==> src/rtl/wb_frame_reader.sv <==
// rtl/wb_frame_reader.sv - Wishbone burst reader feeding a first-word-fall-through stream FIFO.
module wb_frame_reader #(
   parameter int AW    = 32,
   parameter int DW    = 32,
   parameter int LW    = 16,
   parameter int DEPTH = 4
) (
   input  logic            wb_clk_i,
   input  logic            wb_reset_i,
   input  logic            start_i,
   input  logic            abort_i,
   input  logic [AW-1:0]   base_adr_i,
   input  logic [LW-1:0]   len_i,
   output logic [AW-1:0]   wb_adr_o,
   input  logic [DW-1:0]   wb_dat_i,
   output logic            wb_we_o,
   output logic [DW/8-1:0] wb_sel_o,
   output logic            wb_cyc_o,
   output logic            wb_stb_o,
   input  logic            wb_ack_i,
   output logic [DW-1:0]   px_data_o,
   output logic            px_valid_o,
   output logic            px_last_o,
   input  logic            px_ready_i,
   output logic            busy_o,
   output logic            done_o
);

   localparam int PW = (DEPTH > 1) ? $clog2(DEPTH) : 1;
   localparam int CW = $clog2(DEPTH) + 1;

   localparam logic [1:0] S_IDLE  = 2'd0;
   localparam logic [1:0] S_FETCH = 2'd1;
   localparam logic [1:0] S_HOLD  = 2'd2;
   localparam logic [1:0] S_DRAIN = 2'd3;

   logic [1:0]       state;
   logic [AW-1:0]    adr;
   logic [LW-1:0]    remain;
   logic             done_q;
   logic [DW-1:0]    mem [DEPTH];
   logic [DEPTH-1:0] last_mem;
   logic [PW-1:0]    wr_ptr;
   logic [PW-1:0]    rd_ptr;
   logic [CW-1:0]    count;
   logic [CW-1:0]    count_next;
   logic             push;
   logic             pop;

   // An ack arriving together with abort is dropped rather than stored.
   assign push = (state == S_FETCH) && wb_ack_i && !abort_i;
   assign pop  = px_valid_o && px_ready_i;

   always_comb begin
      count_next = count;
      if (push && !pop)
         count_next = count + CW'(1);
      else if (!push && pop)
         count_next = count - CW'(1);
   end

   always_ff @(posedge wb_clk_i or negedge wb_reset_i) begin
      if (!wb_reset_i) begin
         state  <= S_IDLE;
         adr    <= '0;
         remain <= '0;
         done_q <= 1'b0;
      end else begin
         done_q <= 1'b0;
         if (abort_i) begin
            state <= S_IDLE;
         end else begin
            case (state)
               S_IDLE: begin
                  if (start_i) begin
                     if (len_i != '0) begin
                        adr    <= base_adr_i;
                        remain <= len_i;
                        state  <= S_FETCH;
                     end else begin
                        done_q <= 1'b1;
                     end
                  end
               end
               S_FETCH: begin
                  if (wb_ack_i) begin
                     adr    <= adr + AW'(1);
                     remain <= remain - LW'(1);
                     // Keep the strobe up only if the next word is sure to fit.
                     if (remain == LW'(1))
                        state <= S_DRAIN;
                     else if (count_next >= CW'(DEPTH))
                        state <= S_HOLD;
                  end
               end
               S_HOLD: begin
                  if (count < CW'(DEPTH))
                     state <= S_FETCH;
               end
               S_DRAIN: begin
                  if (pop && count == CW'(1)) begin
                     state  <= S_IDLE;
                     done_q <= 1'b1;
                  end
               end
               default: state <= S_IDLE;
            endcase
         end
      end
   end

   always_ff @(posedge wb_clk_i or negedge wb_reset_i) begin
      if (!wb_reset_i) begin
         wr_ptr <= '0;
         rd_ptr <= '0;
         count  <= '0;
      end else if (abort_i) begin
         wr_ptr <= '0;
         rd_ptr <= '0;
         count  <= '0;
      end else begin
         if (push)
            wr_ptr <= wr_ptr + PW'(1);
         if (pop)
            rd_ptr <= rd_ptr + PW'(1);
         count <= count_next;
      end
   end

   // Storage needs no reset: every read-side output is gated by occupancy.
   always_ff @(posedge wb_clk_i) begin
      if (push) begin
         mem[wr_ptr]      <= wb_dat_i;
         last_mem[wr_ptr] <= (remain == LW'(1));
      end
   end

   assign px_valid_o = (count != '0);
   assign px_data_o  = px_valid_o ? mem[rd_ptr] : '0;
   assign px_last_o  = px_valid_o && last_mem[rd_ptr];

   assign wb_cyc_o = (state == S_FETCH);
   assign wb_stb_o = (state == S_FETCH);
   assign wb_adr_o = adr;
   assign wb_we_o  = 1'b0;
   assign wb_sel_o = '1;
   assign busy_o   = (state != S_IDLE);
   assign done_o   = done_q;

endmodule

==> config.mk <==
export PLATFORM = sky130hd
export DESIGN_NAME = wb_frame_reader
export DESIGN_NICKNAME = d
export VERILOG_FILES = /design/src/rtl/wb_frame_reader.sv
export SDC_FILE = /design/constraint.sdc
export NUM_CORES = 1
export LEC_CHECK = 0
export ABC_AREA = 0
export CORE_UTILIZATION = 53
export DETAILED_ROUTE_END_ITERATION = 8
export GPL_ROUTABILITY_DRIVEN = 1
export PLACE_DENSITY = 0.85
export SLEW_MARGIN = 5
export SYNTH_ARGS = -nofsm -noshare
export SYNTH_HDL_FRONTEND = slang
export SYNTH_SLANG_ARGS = --single-unit
==> constraint.sdc <==
create_clock -name wb_clk_i -period 3.3 [get_ports wb_clk_i]
set_input_delay 0.66 -clock wb_clk_i [delete_from_list [all_inputs] [get_ports wb_clk_i]]
set_output_delay 0.66 -clock wb_clk_i [all_outputs]
set_load 0.02 [all_outputs]
==> summary.md <==
| Metric | Value |
|---|---|
| Die extent in y | `132 microns` |
| Switching power | `3580 uW` |
| TritonCTS buffer count | `17` |
| RSZ-0062 raised after global routing | `no` |
| Final Util | `68.9%` |
| Setup TNS | `0 ps` |
| Sequential area share after synthesis | `60.0%` |
| Most used DFF post-synth | `edfxtp_1` |
| Reg2reg path depth | `8` |
| Worst Clk Skew | `11.8 ps` |
| Initial drt markers | `497` |
| Crit path required time | `2640 ps` |
| Non-Filler Instances | `1067` |
| Dpl cells | `1035` |
| H-tree depth | `4` |
| CP startpoint kind | `register` |
| CTS max path bufs | `2` |
| Share of the synthesized area in the top cell type | `43.9%` |
| Post-synth ARST share | `30.5%` |
| Largest net degree at the start of global routing | `38` |
| FILL cells | `1140` |
| Wirelength, routed | `20000 microns` |
| Pwr dens | `841 nW/um^2` |
| TritonCTS sink count | `190` |
| Worst Setup SP | `rd_ptr[0]` |
| Count of final max-slew check failures | `0` |
| Crit end category | `primary output` |
| # Max-Cap Violations | `0` |
| Slowest CP cell | `mux4_2` |
| Int Pwr | `6030 uW` |
| # IOs | `161` |
| Layout cells sized above 1 | `16.5%` |
| GP Congestion | `0.883` |
| Worst R2R Start | `state[1]` |
| Critical path destination | `px_data_o[13]` |
| Antenna violations before repair | `0` |
| Post-CTS Setup Repair Bufs | `0` |
| CP Data Arrival Time | `2430 ps` |
| Fmax | `323 MHz` |
| CP Cell Sequence | `buf_4 > mux4_2 > and2_1 > clkdlybuf4s50_1` |
| Die X | `132 microns` |
| Post-synth EDFFs | `132` |
| Net count reported at finish | `935` |
| Area growth from synthesis to layout | `26.6%` |
| Minimum clock period | `3090 ps` |
| Met1 GRT Util | `31.1%` |
| WL/cell | `18.7 microns` |
| Post-synth top cells | `edfxtp_1, dfrtp_1, a21oi_1, and2_1, o22ai_1` |
| Met3 usage | `4.41%` |
| Final Hold Violating Endpoints | `0` |
| Cell variety after synth | `69` |
| Clk_lat worst skew | `430 ps` |
| Global route total overflow | `0` |
| Clock power share | `21.2%` |
| Leakage power | `0.00402 uW` |
| Row count | `47` |
| Total Routing Usage GR | `23.6%` |
| RR Endpoint | `wb_adr_o[29]` |
| Top-count cell post-synth | `edfxtp_1` |
| Net Sw Frac | `37.2%` |
| Slew HR | `55.6%` |
| Max incr delay on CP | `560 ps` |
| CTS tree | `yes` |
| Flop2flop setup slack | `660 ps` |
| Cell Area, Synth | `9020 sq um` |
| Tcrit/Tclk final | `93.8%` |
| Crit Path Max Fanout | `14` |
| Mean Syn Cell Area | `13.4 sq um` |
| Worst slew pin tran | `666 ps` |
| WS Path Type | `reg2out` |
| CORE AREA | `16600 sq um` |
| Sequential share of power | `36.1%` |
| Logic pwr share | `42.7%` |
| Syn. warnings | `0` |
| Global routing's busiest layer | `met2` |
| # DRC | `0` |
| Total number of vias | `6282` |
| VDD IR max | `0.514 mV` |
| Reg clk slew, reported paths | `80 ps` |
| TritonRoute pass-1 iters | `5` |
| Largest area contributor in the netlist | `edfxtp_1` |
| Status | `completed` |
| Ranking of synthesized cells by area | `edfxtp_1, dfrtp_1, mux4_2` |
| Cts repair resizes | `0` |
| HP Class | `in2async` |
| First-pass GRT wire length | `31900 microns` |
| Clock root cell | `clkbuf_16` |
| Post-DP HPWL | `13700 microns` |
| Die ar. | `17600 sq um` |
| #FFs+latches synth | `190` |
| Post-DRT Antenna Nets | `0` |
| Ant diodes | `0` |
| Setup Viol. Count Final | `0` |
| DR vias/cell | `5.89` |
| Number of global-route vias before repair | `6216` |
| Final Cell Area | `11400 sq um` |
| PortBufs | `155` |
| Syn Inst Count | `676` |
| Starting Density | `54.4%` |
| Met2 usage | `38.6%` |
| Placed Area | `10800 sq um` |
| Hold-fix buffers, CTS | `0` |
| Total power | `9600 uW` |
-- layout by cell type (no fill, tap or decap), drive strengths merged, types with 6 or more instances in the layout --
| cell type | count |
|---|---|
| buf | 26 |
| or2 | 6 |
| dfrtp | 58 |
| nor2 | 26 |
| mux4 | 33 |
| ha | 15 |
| nor4 | 10 |
| and2 | 40 |
| a21oi | 50 |
| o21ai | 30 |
| a31o | 8 |
| mux2 | 9 |
| clkdlybuf4s50 | 154 |
| o22ai | 37 |
| o221a | 8 |
| nor3 | 27 |
| nand2 | 32 |
| nand3 | 18 |
| clkbuf | 18 |
| edfxtp | 132 |
| inv | 36 |
-- cells by family after synthesis --
logic type               count (synthesis)  synth area share, %
flip-flops                             190                 60.0
multiplexers                            43                 9.51
adder cells (fa/ha/maj)                 15                 2.08
AO/OA/AOI/OAI                          161                 11.6
other                                    2               0.0832
buffers and inverters                   70                 3.88
XOR/XNOR                                 5                0.485
AND/OR/NAND/NOR                        190                 12.4
-- critical path: cells and delay by family, from the launching register on --
kind	cells	cell delay (ps)
flip-flops	1	410
multiplexers	1	560
buffers and inverters	2	850
AND/OR/NAND/NOR	1	190
-- sequential cells by signal, summed over array words and instances (netlist names) --
register / count
state: 2
wb_adr_o: 32
wr_ptr: 2
rd_ptr: 2
done_o: 1
mem: 128
remain: 16
count: 3
last_mem: 4
-- per-layer routing --
layer  share of wire, %  vias up  wire (microns)
met5                  0        -               0
met3                6.2       36            1230
met4                2.7        0             534
met1                 42     3083            8310
met2                 50      232            9890
li1                   -     2931               -
-- cell type report --
class                           instances  area (sq um)  share of cell area, %
Multi-Input combinational cell        419          3270                   28.7
Timing Repair Buffer                  180          1770                   15.5
Tap cell                              220           275                   2.41
Inverter                               26          97.6                  0.854
Clock buffer                           18           429                   3.76
Clock inverter                         14           159                   1.39
Sequential cell                       190          5420                   47.4
-- through the flow --
step | hold slack (ps) | setup slack (ps)
after global placement | 561 | 384
after CTS | 252 | 146
after detailed placement | 578 | 261
after global routing | 285 | 112
final | 246 | 206
after floorplan | 364 | 851
-- worst min path at each step --
| stage | start | to | slack [ps] | depth (start not counted) |
|---|---|---|---|---|
| 3_5_place_dp | remain[5] | remain[5] | 580 | 2 |
| 5_1_grt | wb_reset_i | wb_adr_o[29] | 280 | 1 |
| 4_1_cts | wb_reset_i | wb_adr_o[29] | 250 | 1 |
| 3_3_place_gp | wr_ptr[1] | wr_ptr[1] | 560 | 2 |
| 6_report | wb_reset_i | wb_adr_o[13] | 250 | 1 |
| 2_1_floorplan | wb_reset_i | count[0] | 360 | 0 |
-- power by group through the flow --
stage | Sequential (uW) | Combinational [uW] | Clock (uW)
after CTS | 3450 | 4130 | 2060
final | 3460 | 4110 | 2040
after floorplan | 3600 | 2410 | 0
after global routing | 3520 | 4420 | 2150
after detailed placement | 3490 | 4110 | 0
after global placement | 3480 | 4020 | 0
Power figures use the tool's default switching activity.
==> RTL change 1 (same flow settings) <==
Make the reset (`wb_reset_i`) synchronous in 2 clocked blocks.
--- a/src/rtl/wb_frame_reader.sv
+++ b/src/rtl/wb_frame_reader.sv
@@ -61,3 +61,3 @@
 
-   always_ff @(posedge wb_clk_i or negedge wb_reset_i) begin
+   always_ff @(posedge wb_clk_i) begin
       if (!wb_reset_i) begin
@@ -111,3 +111,3 @@
 
-   always_ff @(posedge wb_clk_i or negedge wb_reset_i) begin
+   always_ff @(posedge wb_clk_i) begin
       if (!wb_reset_i) begin
Behaviour: differs if wb_reset_i is asserted again (counterexample within 4 cycles, from zero or initial values and one cycle with wb_reset_i low); with wb_reset_i held inactive, the same outputs for 4 cycles.
==> RTL change 1 against the unedited design <==
Utilization down 0.38 points. Worst hold slack better by 0.22 ns. Synthesized area down 0.18%. Design area down 0.55%. Sequential cell count up 2. Worst setup slack better by 0.033 ns. Routed wire length up 7.2%. Maximum frequency up 1.1%. Non-clock buffer count down 9. Critical endpoint is now px_data_o[18]. Largest cell class unchanged.
Power is not compared: it rests on default switching activity, and its combinational part moved more than twofold at a synthesized area within 25%.
==> RTL change 1: results (changes against the unedited design) <==
[worst_hold_path]
min_from = remain[14]
hold_path.class = register to register

[critical_path]
slowest_delay_ns = 0.60  ; +0.04 ns
arrival_ns = 2.40  ; -0.03 ns
timing.rr.end = wb_adr_o[19]
crit_family = buffers and inverters
rrSetupSlack_ns = 0.68  ; +0.02 ns
worstReg2RegStart = state[0]
crit_path_max_fanout = 15  ; +1
reg2reg_depth = 9  ; +1

[sta]
worstMarginPinSlew_ns = 0.725  ; +0.0593 ns
holdWs_ns = 0.466  ; +0.219 ns
skew_ns = 0.0153  ; +0.00345 ns

[detailed_routing]
drt-initial-drc-count = 487  ; -2.0%
wl_per_cell_um = 19.3  ; +3.3%
firstDrtPassIters = 5  ; unchanged
via_per_inst = 6.01  ; +2.1%

[place]
io_buffers = 155  ; unchanged
hpwl_um = 14000  ; +1.6%
gp_congestion = 0.847  ; -4.1%

[logic_synthesis]
synthDistinctLibCells = 76  ; +10%
synth_compound_area_frac = 0.122  ; +0.00563
synth-async-reset-ratio = 0  ; -0.305
synth_mux_area_frac = 0.0883  ; -0.00677
yosysSeqAreaShare = 0.573  ; -0.0267
synthAdderAreaFrac = 0.0250  ; +0.00420
synth_common_cells = edfxtp_1 (132), nand2_1 (70), dfxtp_1 (60)
synth_edf_count = 132  ; unchanged
synth.area.top_cells = edfxtp_1 (44%), dfxtp_1 (13%), mux4_2 (8.3%), nand2_1 (2.9%), and2_1 (2.8%)
synth_xor_area_frac = 0.00486  ; +0.00000876

[run_status]
status = finished, final reports clean

[final_layout]
layout-drive-gt1-share = 0.120  ; -0.0458
layout.nets = 978  ; +4.6%
top_register = mem

[grt]
grt_max_degree = 63  ; +66%
grt_pass1_wl_um = 34100  ; +6.7%
grt_pass1_vias = 6408  ; +3.1%
grt_usage = 0.252  ; +0.0158

[clock_tree]
clock_path_buffers = 2  ; unchanged
cts_buffers = 17  ; unchanged
cts_resized = 0  ; unchanged

[power_and_ir_drop]
peakVddDrop_mv = 0.383
p_leak_uw = 0.00377

==> RTL change 1: cell types whose count changed in the layout (fill, tap and decap cells not counted), moves of 6 or more <==
cell	before	now
mux2_2	8	2
inv_1	25	15
nor2_1	25	34
o22ai_1	37	10
o32ai_1	0	11
nor2b_1	2	9
buf_4	22	11
o31a_1	1	7
dfrtp_1	57	0
nor3_1	25	14
nand4_1	3	15
dfxtp_1	0	59
nand2_1	31	70
==> RTL change 1: area by class of cell <==
type                    instances  area (µm²)
multi-input cells             476        3550
flip-flops and latches        192        5170
clock inverters                14         148
repair buffers                171        1730
inverters                      16        60.1
fillers                      1182        5220
clock buffers                  18         429
well taps                     220         275
==> RTL change 1: tightest hold or removal path, delay by kind of cell (launching register included) <==
family	cells	cell delay, ns
flip-flops	1	0.31
AO/OA/AOI/OAI	1	0.06
AND/OR/NAND/NOR	1	0.05
==> RTL change 1: power breakdown <==
part	internal, µW	total, µW	switching (µW)
clock network	1070	2010	943
registers	2630	2700	74.0
logic	336	719	383
==> RTL change 1: logic make-up after synthesis <==
| kind of cell | after synthesis |
|---|---|
| AND/OR/NAND/NOR | 248 |
| flip-flops | 192 |
| AO/OA/AOI/OAI | 162 |
| buffers and inverters | 70 |
| multiplexers | 38 |
| adder cells (fa/ha/maj) | 18 |
| XOR/XNOR | 5 |
| other | 2 |
==> RTL change 1: worst max-delay path by stage <==
stage          slack (ns)  cells past startpoint             to
6_report             0.24                      4  px_data_o[18]
5_1_grt              0.16                      4  px_data_o[18]
4_1_cts              0.19                      4  px_data_o[18]
3_5_place_dp         0.29                      8   wb_adr_o[19]
3_3_place_gp         0.31                      8   wb_adr_o[19]
2_1_floorplan        0.34                      7    last_mem[0]
==> RTL change 1: stage by stage <==
step	worst slack, ns	instances	util	power, µW	cell area, µm²
3_5_place_dp	0.285	1075	0.650	3460	10800
5_1_grt	0.160	1107	0.685	5610	11400
4_1_cts	0.190	1107	0.685	5450	11400
2_1_floorplan	0.344	738	-	3150	9020
3_3_place_gp	0.306	1075	0.650	3450	10800
6_report	0.238	1107	0.685	5430	11400
==> RTL change 1: per-layer routing <==
metal	vias up	global-route usage	share of wire
met5	-	0	0
met4	0	0.0728	0.013
met3	23	0.0504	0.067
met2	301	0.425	0.50
met1	3245	0.332	0.42
li1	3084	-	-
==> RTL change 2 (same flow settings) <==
Without the edit above. `DEPTH`: 4 -> 8.
--- a/src/rtl/wb_frame_reader.sv
+++ b/src/rtl/wb_frame_reader.sv
@@ -5,3 +5,3 @@
    parameter int LW    = 16,
-   parameter int DEPTH = 4
+   parameter int DEPTH = 8
 ) (
Behaviour: not the same (a bounded check fails within 10 cycles, from zero or initial values and one cycle with wb_reset_i low).
==> RTL change 2 against the unedited design <==
Cell count is 35% higher. Power rose by 54%. Design area rose by 54%. Critical path depth increased by 2. Maximum frequency is 4.1% lower. Synthesized area grew 56%. Sequential cell count rose by 135. Worst setup slack lost 0.13 ns. Die area is 55% higher. Routed wire length is 77% higher.
==> RTL change 2: results (changes against the unedited design) <==
[run_status]
status = finished, final reports clean

[final_layout]
largest_register_ffs = 256  ; +100%
layout-drive-gt1-share = 0.170  ; +0.00454
layout.nets = 1179  ; +26%
final_common_cell = edfxtp_1

[power_and_ir_drop]
p_leak_uw = 0.00606  ; +51%
peakVddDrop_mv = 0.565  ; +9.8%
switching_share = 0.342  ; -0.0304

[logic_synthesis]
synth.area.top_cells = edfxtp_1 (56%), dfrtp_1 (11%), mux4_2 (11%), mux2i_1 (2.7%), a21oi_1 (1.8%)
synth_edf_count = 264  ; +100%
synthDistinctLibCells = 66  ; -4.3%
synth_common_cells = edfxtp_1 (264), mux4_2 (66), nor2_1 (62)
yosysSeqAreaShare = 0.672  ; +0.0721
synth-async-reset-ratio = 0.188  ; -0.118

[detailed_routing]
drt-initial-drc-count = 983  ; +98%
top_layer = met4
wl_per_cell_um = 24.5  ; +31%
route.met2.wl_um = 18500  ; +87%
dr_wl_met3_um = 2730  ; +120%
wl_met1_um = 13300  ; +60%
firstDrtPassIters = 5  ; unchanged
vias = 9003  ; +43%

[worst_hold_path]
hold_path.class = input port to async pin

[sta]
skew_ns = 0.0160  ; +0.00418 ns
holdWs_ns = 0.209  ; -0.0372 ns
relSlewSlack = 0.426  ; -0.130

[place]
gp_congestion = 0.895  ; +1.3%
hpwl_um = 19700  ; +43%
post_dp_cell_area_um2 = 16300  ; +50%
io_buffers = 155  ; unchanged

[clock_tree]
clk_pin_slew_ns = 0.06  ; -0.02 ns
clock_latency_ns = 0.53  ; +0.10 ns
cts_buffers = 34  ; +17
htree_levels = 2  ; -2
clock_path_buffers = 3  ; +1

[critical_path]
rrSetupSlack_ns = 0.75  ; +0.09 ns
worstReg2RegStart = wb_adr_o[9]
arrival_ns = 2.57  ; +0.14 ns
reg2reg_depth = 5  ; -3
timing.rr.end = wb_adr_o[31]
crit_path_max_fanout = 19  ; +5

[grt]
grt_pass1_wl_um = 53200  ; +66%
grt_usage = 0.266  ; +0.0294
grt_pass1_vias = 9059  ; +46%
antenna_found_initial = 1  ; +1
grt_max_degree = 42  ; +11%

## RTL change 2: cell count changes after synthesis, sizes merged, moves of 8 or more
cell / change
mux2i: +37
nand2: +11
mux2: -9
o221a: -8
o22ai: -15
buf: -8
inv: -14
mux4: +33
edfxtp: +132
nor2: +36
clkbuf: +25
nor3: -13
and2: -34
## RTL change 2: cell type report
type                            instances  area [µm²]
Fill cell                            1650        8480
Clock buffer                           42         921
Sequential cell                       325        9460
Antenna cell                            1        2.50
Clock inverter                         20         238
Multi-Input combinational cell        515        4400
Tap cell                              335         419
Inverter                               12        45.0
Timing Repair Buffer                  193        2080
## RTL change 2: worst max-delay path by stage
| stage | from | to | cells past startpoint |
|---|---|---|---|
| finish | rd_ptr[0] | px_data_o[15] | 6 |
| global route | rd_ptr[0] | px_data_o[15] | 6 |
| CTS | rd_ptr[0] | px_data_o[4] | 5 |
| detailed placement | rd_ptr[0] | px_data_o[0] | 5 |
| global placement | wb_ack_i | wb_adr_o[25] | 7 |
| floorplan | abort_i | last_mem[2] | 3 |
## RTL change 2: timing repair
item | CTS | global route
setup buffers | 4 | 0
endpoints found under the setup margin | 29 | 13
gates resized for setup | 23 | 12
endpoints found under the hold margin | 0 | 0
gates cloned | 1 | 0
## RTL change 2: power groups by stage
stage	registers, µW	logic, µW	clock network, µW
final	5430	5400	3980
after global routing	5500	5790	4170
after CTS	5410	5420	4020
after detailed placement	5520	5250	0
after global placement	5500	5120	0
after floorplan	5520	3090	0
## RTL change 2: cells by family (layout without fill, tap and decap cells)
family / after synthesis / count (layout) / share of synthesized area
compound gates: 166 / 166 / 0.0766
xor+xnor: 7 / 7 / 0.00436
fa+ha+maj: 12 / 12 / 0.0107
buf+inv: 73 / 267 / 0.0223
flops: 325 / 325 / 0.672
mux: 104 / 104 / 0.133
other cells: 2 / 6 / 0.000534
simple gates: 221 / 221 / 0.0807
## RTL change 2: through the flow
stage	setup TNS [ns]	instances	setup WS, ns	utilization
2_1_floorplan	-69.16	913	-0.650	-
3_3_place_gp	0	1375	0.358	0.626
3_5_place_dp	0	1375	0.316	0.626
4_1_cts	-0.00412	1442	-0.00268	0.673
5_1_grt	0	1443	0.00777	0.674
6_report	0	1443	0.0742	0.674
## RTL change 2: worst max-delay path: stages (launching register included)
cell	delay, ns
dfrtp_4	0.46
buf_12	0.12
buf_12	0.19
mux4_2	0.53
mux2i_1	0.14
nor2_1	0.05
clkdlybuf4s50_1	0.54
## RTL change 2: layer usage
layer / up-vias / track usage
met2: 466 / 0.473
met5: - / 0
met3: 68 / 0.0495
li1: 3981 / -
met4: 0 / 0.0851
met1: 4488 / 0.326
